===== src/rtl/mem_output_logic_pkg.sv =====
// Shared memory-interface encodings, load-source and FSM types used by the
// load path (and the store path, which reuses the op/size encodings).
package mem_output_logic_pkg;

  localparam logic [1:0] MEM_DISABLE   = 2'b00;
  localparam logic [1:0] MEM_READ_SEXT = 2'b01;
  localparam logic [1:0] MEM_READ_ZEXT = 2'b10;
  localparam logic [1:0] MEM_WRITE     = 2'b11;

  localparam logic [1:0] BYTE     = 2'b00;
  localparam logic [1:0] HALFWORD = 2'b01;
  localparam logic [1:0] WORD     = 2'b10;

  localparam logic [31:0] LOAD_DEFAULT = 32'hDEAD_BEEF;

  typedef enum logic [1:0] {SRC_NONE, SRC_RAM, SRC_BUF, SRC_DIN} src_e;
  typedef enum logic [1:0] {ST_IDLE, ST_BRAM_RD, ST_DIN_WAIT} state_e;

  typedef struct packed {
    logic       sext;
    logic [1:0] size;
    logic [1:0] off;
    src_e       src;
  } req_t;

  function automatic logic is_misaligned(input logic [1:0] size, input logic [1:0] off);
    return (size == HALFWORD && off[0]) || (size == WORD && off != 2'b00) || (size == 2'b11);
  endfunction

endpackage


===== src/rtl/mem_output_logic_load_align.sv =====
// Picks the addressed byte lanes out of a raw memory word and extends them;
// faulting accesses return zero with fault raised.
module load_align
  import mem_output_logic_pkg::*;
(
  input  logic [31:0] raw_word,
  input  logic [1:0]  mem_size,
  input  logic [1:0]  addr_lo,
  input  logic        sext,
  output logic [31:0] load_data,
  output logic        fault
);

  logic [7:0]  byte_sel;
  logic [15:0] half_sel;

  always_comb begin
    // Byte at offset k lives in raw[31-8k -: 8].
    case (addr_lo)
      2'd0:    byte_sel = raw_word[31:24];
      2'd1:    byte_sel = raw_word[23:16];
      2'd2:    byte_sel = raw_word[15:8];
      default: byte_sel = raw_word[7:0];
    endcase
    half_sel = addr_lo[1] ? {raw_word[7:0], raw_word[15:8]}
                          : {raw_word[23:16], raw_word[31:24]};
    fault     = is_misaligned(mem_size, addr_lo);
    load_data = '0;
    if (!fault) begin
      case (mem_size)
        BYTE:     load_data = {{24{sext & byte_sel[7]}}, byte_sel};
        HALFWORD: load_data = {{16{sext & half_sel[15]}}, half_sel};
        default:  load_data = {raw_word[7:0], raw_word[15:8], raw_word[23:16], raw_word[31:24]};
      endcase
    end
  end

endmodule


===== src/rtl/mem_output_logic.sv =====
// Load return path: accepts loads, waits on BRAM latency or the DIN handshake,
// and emits one aligned/extended result pulse per load.
//
//   state       | meaning
//   ST_IDLE     | no load in flight waiting on a source
//   ST_BRAM_RD  | RAM/BUF load issued last cycle, data arriving now
//   ST_DIN_WAIT | DIN load pending; stalling until dinValid
module mem_output_logic
  import mem_output_logic_pkg::*;
(
  input  logic        clk,
  input  logic        reset,
  input  logic [1:0]  memOp,
  input  logic [1:0]  memSize,
  input  logic [31:0] addr,
  input  logic        enRam,
  input  logic        enBuf,
  input  logic        enDin,
  input  logic [31:0] ramDout,
  input  logic [31:0] bufDout,
  input  logic [31:0] dinData,
  input  logic        dinValid,
  output logic        dinReady,
  output logic [31:0] loadData,
  output logic        loadValid,
  output logic        misalign,
  output logic        stall
);

  state_e      state_q, state_d;
  req_t        req_q, req_d;
  logic        pipe_v_q, pipe_v_d;
  logic [31:0] load_data_q, load_data_d;
  logic        load_valid_q, load_valid_d;
  logic        misalign_q, misalign_d;

  logic        accept;
  src_e        req_src;
  logic [31:0] raw_word;
  logic [31:0] aligned;
  logic        align_fault;
  logic        out_fire;
  logic        unused_addr_hi;

  assign unused_addr_hi = ^addr[31:2];

  always_comb begin
    accept = (memOp == MEM_READ_SEXT || memOp == MEM_READ_ZEXT) && !stall;
    if (enRam)      req_src = SRC_RAM;
    else if (enBuf) req_src = SRC_BUF;
    else if (enDin) req_src = SRC_DIN;
    else            req_src = SRC_NONE;
  end

  always_ff @(posedge clk) begin
    if (reset) state_q <= ST_IDLE;
    else       state_q <= state_d;
  end

  always_comb begin
    state_d = state_q;
    case (state_q)
      ST_DIN_WAIT: if (dinValid) state_d = ST_IDLE;
      default: begin
        state_d = ST_IDLE;
        if (accept && (req_src == SRC_RAM || req_src == SRC_BUF)) state_d = ST_BRAM_RD;
        else if (accept && req_src == SRC_DIN)                      state_d = ST_DIN_WAIT;
      end
    endcase
  end

  always_comb begin
    stall    = (state_q == ST_DIN_WAIT);
    dinReady = (state_q == ST_DIN_WAIT);
  end

  // req_q is held through DIN_WAIT because stall blocks new acceptances.
  always_comb begin
    req_d    = req_q;
    pipe_v_d = 1'b0;
    if (accept) begin
      req_d.sext = (memOp == MEM_READ_SEXT);
      req_d.size = memSize;
      req_d.off  = addr[1:0];
      req_d.src  = req_src;
      pipe_v_d   = (req_src != SRC_DIN);
    end

    case (req_q.src)
      SRC_RAM: raw_word = ramDout;
      SRC_BUF: raw_word = bufDout;
      SRC_DIN: raw_word = dinData;
      default: raw_word = LOAD_DEFAULT;
    endcase

    out_fire     = pipe_v_q || (state_q == ST_DIN_WAIT && dinValid);
    load_valid_d = out_fire;
    misalign_d   = out_fire && (req_q.src != SRC_NONE) && align_fault;
    load_data_d  = load_data_q;
    if (out_fire) load_data_d = (req_q.src == SRC_NONE) ? LOAD_DEFAULT : aligned;
  end

  load_align u_load_align (
    .raw_word  (raw_word),
    .mem_size  (req_q.size),
    .addr_lo   (req_q.off),
    .sext      (req_q.sext),
    .load_data (aligned),
    .fault     (align_fault)
  );

  always_ff @(posedge clk) begin
    if (reset) begin
      req_q        <= '{sext: 1'b0, size: 2'b00, off: 2'b00, src: SRC_NONE};
      pipe_v_q     <= 1'b0;
      load_valid_q <= 1'b0;
      misalign_q   <= 1'b0;
      load_data_q  <= LOAD_DEFAULT;
    end else begin
      req_q        <= req_d;
      pipe_v_q     <= pipe_v_d;
      load_valid_q <= load_valid_d;
      misalign_q   <= misalign_d;
      load_data_q  <= load_data_d;
    end
  end

  assign loadData  = load_data_q;
  assign loadValid = load_valid_q;
  assign misalign  = misalign_q;

endmodule


===== config.mk =====
export PLATFORM = sky130hd
export DESIGN_NAME = mem_output_logic
export DESIGN_NICKNAME = d
export VERILOG_FILES = /design/src/rtl/mem_output_logic_pkg.sv /design/src/rtl/mem_output_logic_load_align.sv /design/src/rtl/mem_output_logic.sv
export SDC_FILE = /design/constraint.sdc
export NUM_CORES = 1
export LEC_CHECK = 0
export BUFFER_PORTS_ARGS = -buffer_cell sky130_fd_sc_hd__buf_4
export CORE_ASPECT_RATIO = 2
export CORE_MARGIN = 3
export CORE_UTILIZATION = 46
export CTS_BUF_LIST = sky130_fd_sc_hd__clkbuf_4
export DETAILED_ROUTE_END_ITERATION = 10
export PLACE_DENSITY = 0.87
export SETUP_SLACK_MARGIN = 0.05
export SYNTH_ARGS = -nofsm -noshare
export SYNTH_HDL_FRONTEND = slang
export SYNTH_SLANG_ARGS = --single-unit

===== constraint.sdc =====
create_clock -name clk -period 2.6 [get_ports clk]
set_input_delay 0.13 -clock clk [delete_from_list [all_inputs] [get_ports clk]]
set_output_delay 0.13 -clock clk [all_outputs]
set_load 0.02 [all_outputs]

==> impl_summary.md, run 1 <==
Yosys
For this run, asynchronously set or reset flops after synthesis account for 0. After synthesis, the mean cell area works out to 8.38 sq um. The area of the mapped netlist is between 2000 and 3000 sq um.

The synthesized netlist contains 55 unique library cells. The net count after synthesis is slightly below 500. The number of warnings issued by yosys is 0.

The number of enable-type register cells in the synthesized netlist is 0. The number of instances in the synthesized netlist is 356. The flip-flop cell with the highest count after synthesis is dfxtp_1.

Counting flops and latches in the post-synthesis netlist gives 44. The fraction of the yosys area taken by sequential cells is 0.295.

STA
Setup violations remaining at the end of the flow were counted as 0. The minimum period implied by the final worst setup slack is about 2400 ps. The final hold violation count was 0. Summed over all failing endpoints, the final setup total negative slack is 0 ps. Timing would allow up to about 0.42 GHz. The headroom to the max-slew limit is 0.409.

The part of the cycle the worst path needs is 0.921. For the pin with the worst max-slew slack, the measured transition is a little under 900 ps. Between clock sinks in the finished design, the worst skew comes to between 10 and 15 ps. Setup repair after global routing left no endpoint under its margin. The final-report max-slew violation count was 0.

Floorplanning
The placeable core region is about 6200 sq um. The die height is ~120 um. The die footprint is ~7500 sq um. between 150 and 200 I/O pins were placed. For this configuration, the core starts out at a cell density of 0.484. The width of the die is approximately 63 um. The number of rows created at floorplan is 40.

Clocking
The total of hold buffers inserted after clock tree synthesis is 5. The number of buffers inserted during clock tree synthesis is 5. The number of buffers on the longest clock path is 2.

The H-tree depth is 2. In this run the clock root is driven by a clkbuf_4. Post-CTS timing repair inserted 0 buffers for setup. The clock slew at the register clock pins of the worst setup and hold paths is 130 ps. The clock reaches the later pin of the worst-skew pair after 380 ps. In this run, post-CTS repair resized a total of 0 instances.

The CTS sink count is 44. The CTS tree is built.

Detailed routing
Dividing the detail-routed wire length by the instance count gives a little under 20 um. The post-detailed-route DRC marker count is 0. The number of routed nets with antenna violations is 0. For this block, the via count after detailed routing is around 3.4k. The first routing iteration left between 200 and 250 violations. The number of optimization iterations in the first detailed-route pass is 5. Wires add up to about 11,000 um.

After detailed routing, the number of vias per cell comes to around 6.

Finish
Fill cells in the final layout number ~540. The most frequent standard cell in the layout excluding fill and tap cells is buf_4. In the final layout, the share of cells above drive strength 1 is 0.391. 0 antenna diodes ended up in the layout. The utilization of the core after routing is 0.686. The post-synthesis to final-layout area growth is 41.6%. In the layout the commonest cells are buf_4, dfxtp_1, nor2_1.

The net count of the finished layout is around 630.

Critical path
The type of the worst setup path is reg -> reg. STA classifies the critical path endpoint as a register. Data on the critical path arrives at its endpoint at between 2000 and 3000 ps. The startpoint class of the critical path is a register. The peak fanout along the critical path is 22.

STA puts the critical path data required time at 2920 ps. In this run the register-to-register setup slack is just over 200 ps.

Power
The power density over the cells is 401 nW/um^2. The leakage component of the power is approximately 1.8 nW. The worst-case IR drop observed on VDD is 0.250 mV.

GRT
The number of global-route vias before repair is 3,558. In this run the most used layer during global routing was met2. For met1 alone, demand over resource in global routing was 0.307. Entering global routing, the biggest net connects 25 pins. In the global route stage, overall resource usage came out at 0.298. The first-pass GRT wire length is around 18,000 um. The global routing met3 resource utilization is 0.0599. The initial antenna violation count is 0.

In the global route stage, met2 resource usage came out at 0.544. Global routing finished with a remaining overflow of 0.

Run
The total of max-cap violations is 0.

Min path
The classification of the worst-slack hold path is in -> reg.

Placed design
The weighted congestion at the end of routability-driven global placement is 0.941. The HPWL reported at the end of detailed placement is 8890 um. The port buffer count is between 100 and 150.

Run status
The flow ran to the end, and the final reports show no timing, DRC or antenna violations.
[stage by stage]
step | worst slack (ps) | instance area, sq um | instances | total power, mW | hold WS [ps]
after detailed placement | 278 | 4120 | 565 | 1.35 | 393
after CTS | 232 | 4220 | 578 | 1.69 | 25.4
after floorplan | 663 | 2980 | 356 | 1.09 | 266
after global placement | 311 | 4120 | 565 | 1.34 | 380
after global routing | 80.5 | 4220 | 578 | 1.77 | 64.5
final | 205 | 4220 | 578 | 1.69 | 42.6
[state kept, by name (all words and copies together), names as in the netlist]
name       flops
loadData      32
loadValid      1
misalign       1
pipe_v_q       1
req_q          7
state_q        2
[worst max-delay path: stages, from the launching register on]
cell and delay [ps]:
dfxtp_2 640, mux2i_1 200, mux4_2 560, mux2i_4 230
a31o_1 440, o221a_2 260
[power breakdown]
group | total [mW] | switching [mW] | leakage [nW] | internal [mW]
sequential | 0.758 | 0.0478 | 0.359 | 0.710
combinational | 0.589 | 0.292 | 1.38 | 0.297
clock | 0.346 | 0.233 | 0.0293 | 0.114
total | 1.69 | 0.573 | 1.76 | 1.12
[final timing paths]
| check | startpoint | endpoint | cells past startpoint |
|---|---|---|---|
| worst max-delay path | req_q[1] | loadData[21] | 5 |
| worst min-delay path | enRam | req_q[1] | 4 |
| worst max register to register | req_q[1] | loadData[21] | 5 |
| worst min register to register | loadData[17] | loadData[17] | 2 |
[cell usage after synthesis, types with 5 or more instances]
| library cell | number | area share |
|---|---|---|
| clkbuf_1 | 20 | 0.025 |
| a22oi_1 | 8 | 0.020 |
| nor2b_1 | 10 | 0.021 |
| o22ai_1 | 7 | 0.015 |
| o221ai_1 | 5 | 0.015 |
| a31oi_1 | 5 | 0.010 |
| mux2_2 | 9 | 0.034 |
| mux2i_1 | 26 | 0.087 |
| a211oi_1 | 6 | 0.015 |
| o21ai_0 | 16 | 0.027 |
| o221a_2 | 8 | 0.030 |
| nand2b_1 | 6 | 0.013 |
| inv_1 | 9 | 0.011 |
| o2bb2ai_1 | 7 | 0.021 |
| dfxtp_1 | 44 | 0.30 |
| nand2_1 | 25 | 0.031 |
| buf_2 | 7 | 0.012 |
| a21oi_1 | 32 | 0.054 |
| nor2_1 | 37 | 0.047 |
[layout make-up]
cell class / count / area, sq um / area share
Sequential cell: 44 / 882 / 0.209
Inverter: 10 / 37.5 / 0.00889
Clock buffer: 6 / 45.0 / 0.0107
Tap cell: 84 / 105 / 0.0249
Clock inverter: 2 / 11.3 / 0.00267
Multi-Input combinational cell: 269 / 1900 / 0.451
Timing Repair Buffer: 163 / 1240 / 0.293
[cells by family after synthesis]
group | Yosys count | share of synthesized area
flops | 44 | 0.295
mux | 40 | 0.159
fa+ha+maj | 2 | 0.00839
buf+inv | 43 | 0.0659
simple gates | 98 | 0.156
xor+xnor | 1 | 0.00294
compound gates | 128 | 0.313
[per-layer routing]
layer | vias up | part of all wire
met5 | - | 0
met3 | 35 | 0.068
met1 | 1602 | 0.35
li1 | 1623 | -
met2 | 181 | 0.53
met4 | 0 | 0.048
(Power assumes the default switching activity.)
==> run 2: changes to the inputs <==
--- a/config.mk
+++ b/config.mk
@@ -10,6 +10,6 @@
 export CORE_MARGIN = 3
-export CORE_UTILIZATION = 46
+export CORE_UTILIZATION = 49
 export CTS_BUF_LIST = sky130_fd_sc_hd__clkbuf_4
 export DETAILED_ROUTE_END_ITERATION = 10
-export PLACE_DENSITY = 0.87
+export PLACE_DENSITY = 0.91
 export SETUP_SLACK_MARGIN = 0.05
==> constraint.sdc (replaced) <==
create_clock -name clk -period 2.9 [get_ports clk]
set_input_delay 0.145 -clock clk [delete_from_list [all_inputs] [get_ports clk]]
set_output_delay 0.145 -clock clk [all_outputs]
set_load 0.05 [all_outputs]
==> run 2 against run 1 <==
Die area is 5.7% lower; clock skew is 3.5 ps lower; combinational power is 2% lower; non-clock buffer count is 7 lower; routed wire length is 1.3% higher; core utilization is 2.6 points higher; setup slack better by 270 ps; fmax is 1.2% lower; final cell count is 5.2% lower; sequential share of layout area is 0.45 points higher; critical endpoint unchanged.
==> impl_summary.md, run 2 (synthesized netlist as in run 1, its figures left out) <==
Run status
The flow ran to the end, and the final reports show no timing, DRC or antenna violations.

Detailed routing
The count of nets left with antenna violations once routing finished came out at 0. After detailed routing, the total wire length is ~11,000 um. Dividing the detail-routed wire length by the instance count gives between 20 and 25 um. The violation count after the first detailed-routing iteration is between 200 and 250.

The routed layout has around 3.5k vias. The post-detailed-route DRC marker count is 0. Using the TritonRoute via totals, the vias-per-cell ratio works out to 6.32. The number of optimization iterations in the first detailed-route pass is 8.

STA
The minimum period implied by the final worst setup slack is around 2400 ps. The worst clock skew is roughly 9.2 ps. Setup repair after global routing left no endpoint under its margin. The sum of negative setup slack is 0 ps. The part of the cycle the worst path needs is 0.836. Setup violations remaining at the end of the flow were counted as 0.

The worst pin sits at a relative slew slack of 0.385. The final hold violation count is 0. The actual transition at the worst max-transition pin is 922 ps.

The upper clock frequency limit is just over 0.4 GHz. The final-report max-slew violation count is 0.

Run
Max-cap violations in this run came to 0.

GRT
Entering global routing, the biggest net connects 25 pins. For this run, the total global-route usage over all layers was measured as 0.324. The number of global-route vias before repair is approximately 3.5k. The residual overflow from global routing is 0.

The first-pass GRT wire length is ~17,000 um. The initial antenna violation count is 0.

Critical path
On the worst path, the slowest cell contributes a delay of 660 ps. The setup slack on the worst flop-to-flop path is around 480 ps. The type of the worst setup path is reg -> reg.

STA classifies the critical path endpoint as a register. The cell type of the slowest stage on the worst timing path is mux4_2. Traced cell by cell, the critical path runs through inv_2 -> mux4_2 -> mux2i_4 -> a31o_1 -> o221a_2. The data arrival time of the worst path is 2750 ps.

The peak fanout along the critical path is 13. The worst setup path is launched from a register. Data on the critical path is required at its endpoint by 3220 ps.

Clocking
The number of buffers inserted during clock tree synthesis is 5. The library cell used as clock root buffer is clkbuf_4. The clock slew at the register clock pins of the worst setup and hold paths is between 100 and 150 ps. The H-tree depth is 2. Once the clock tree was built, the resizer swapped 0 gates to a different size. Counting every sink on the clock net gives 44. The CTS tree is built. Clock latency on the worst-skew pair, taken at its later pin, is 380 ps. The post-CTS setup repair buffer count is 0. The number of buffers on the longest clock path is 2.

Finish
The post-layout instance count excluding filler cells is 548. Counting the fill cells in the layout gives 478. The library cell used most frequently in the layout, excluding fill and tap cells, is buf_4.

The antenna diode count is 0. At the end of the flow, the number of nets in the layout was around 630. From synthesis to final layout, the design area changed by 38.6%. Leaving out fill and tap cells, the most frequent cells in the layout are buf_4, dfxtp_1, nor2_1.

Of the cells placed in the final design, the portion with a size suffix greater than 1 is 0.388. The register with the most flip-flops in the layout has 32 of them.

Floorplanning
The number of placed I/O pins is roughly 170. From bottom edge to top edge, the die measures between 100 and 150 um. The starting density of the core is 0.513.

In this run the horizontal extent of the chip is ~61 um. The initialized floorplan defines 39 standard-cell rows. The total area inside the core boundary comes to 5810 sq um.

The die footprint is between 7000 and 8000 sq um.

Placed design
The HPWL reported at the end of detailed placement is 8800 um. The port buffer count is 143. At the end of routability-driven placement, the weighted congestion stood at between 1 and 1.5. The number of placed cells counting well taps is about 540.

Power
The switching power of the nets is 0.577 mW. The switching portion of total power is 0.366. Internal power comes to 0.999 mW.

Of the total power, combinational logic draws 0.367. The power density over the cells is approximately 380 nW/um^2. In this run the static leakage power is ~1.7 nW. Of the total power, the clock network draws 0.201. The share of total power dissipated in sequential elements is 0.432. The worst voltage drop across the vdd grid is between 0.3 and 0.4 mV.

Min path
The min-delay analysis places its worst path in the category in -> reg.
-- run 2: changes by cell type in the layout (fill, tap and decap cells not counted), sizes merged --
cell         before  now
buf             158  154
dlygate4sd3       5    2
-- run 2: what timing repair did --
action                                  4_1_cts  5_1_grt
endpoints found under the setup margin        0        0
hold endpoints to repair                      2        0
hold buffers                                  2        0
-- run 2: power by group through the flow --
stage                     registers, mW  logic [mW]  clock network, mW
after floorplan                   0.740       0.283                  0
final                             0.681       0.578              0.317
after detailed placement          0.692       0.567                  0
after CTS                         0.679       0.571              0.320
after global routing              0.685       0.616              0.343
after global placement            0.691       0.558                  0
-- run 2: path summary, 6_finish.rpt --
check	from	endpoint	depth (start not counted)
max reg2reg	req_q[0]	loadData[21]	5
max	req_q[0]	loadData[21]	5
min reg2reg	loadData[20]	loadData[20]	2
min	reset	req_q[1]	2
-- run 2: per-layer routing --
| layer | up-vias | GRT usage | part of all wire |
|---|---|---|---|
| li1 | 1605 | - | - |
| met1 | 1646 | 0.348 | 0.35 |
| met2 | 185 | 0.571 | 0.54 |
| met3 | 29 | 0.0608 | 0.071 |
| met4 | 0 | 0.166 | 0.040 |
| met5 | - | 0 | 0 |
-- run 2: stage by stage --
step / utilization / hold slack [ps] / setup WS [ps] / total power [mW] / instance area, sq um
CTS: 0.712 / 0.110 / 507 / 1.57 / 4130
detailed placement: 0.699 / 406 / 559 / 1.26 / 4060
global route: 0.712 / 7.35 / 399 / 1.64 / 4130
global placement: 0.699 / 393 / 571 / 1.25 / 4060
floorplan: - / 281 / 963 / 1.02 / 2980
finish: 0.712 / 12.3 / 475 / 1.58 / 4130
-- run 2: final cells by class --
type                       instances  area (sq um)  area share
timing repair buffer             156          1180       0.285
clock buffer                       6          45.0      0.0109
tap                               61          76.3      0.0185
multi-input combinational        269          1900       0.461
clock inverter                     2          11.3     0.00272
inverter                          10          37.5     0.00908
sequential                        44           882       0.213
-- run 2: worst max-delay path: cells and delay by family (launching register included) --
family                 cells  cell delay [ps]
buffers and inverters      1              300
flip-flops                 1              440
multiplexers               2              900
AO/OA/AOI/OAI              2              720
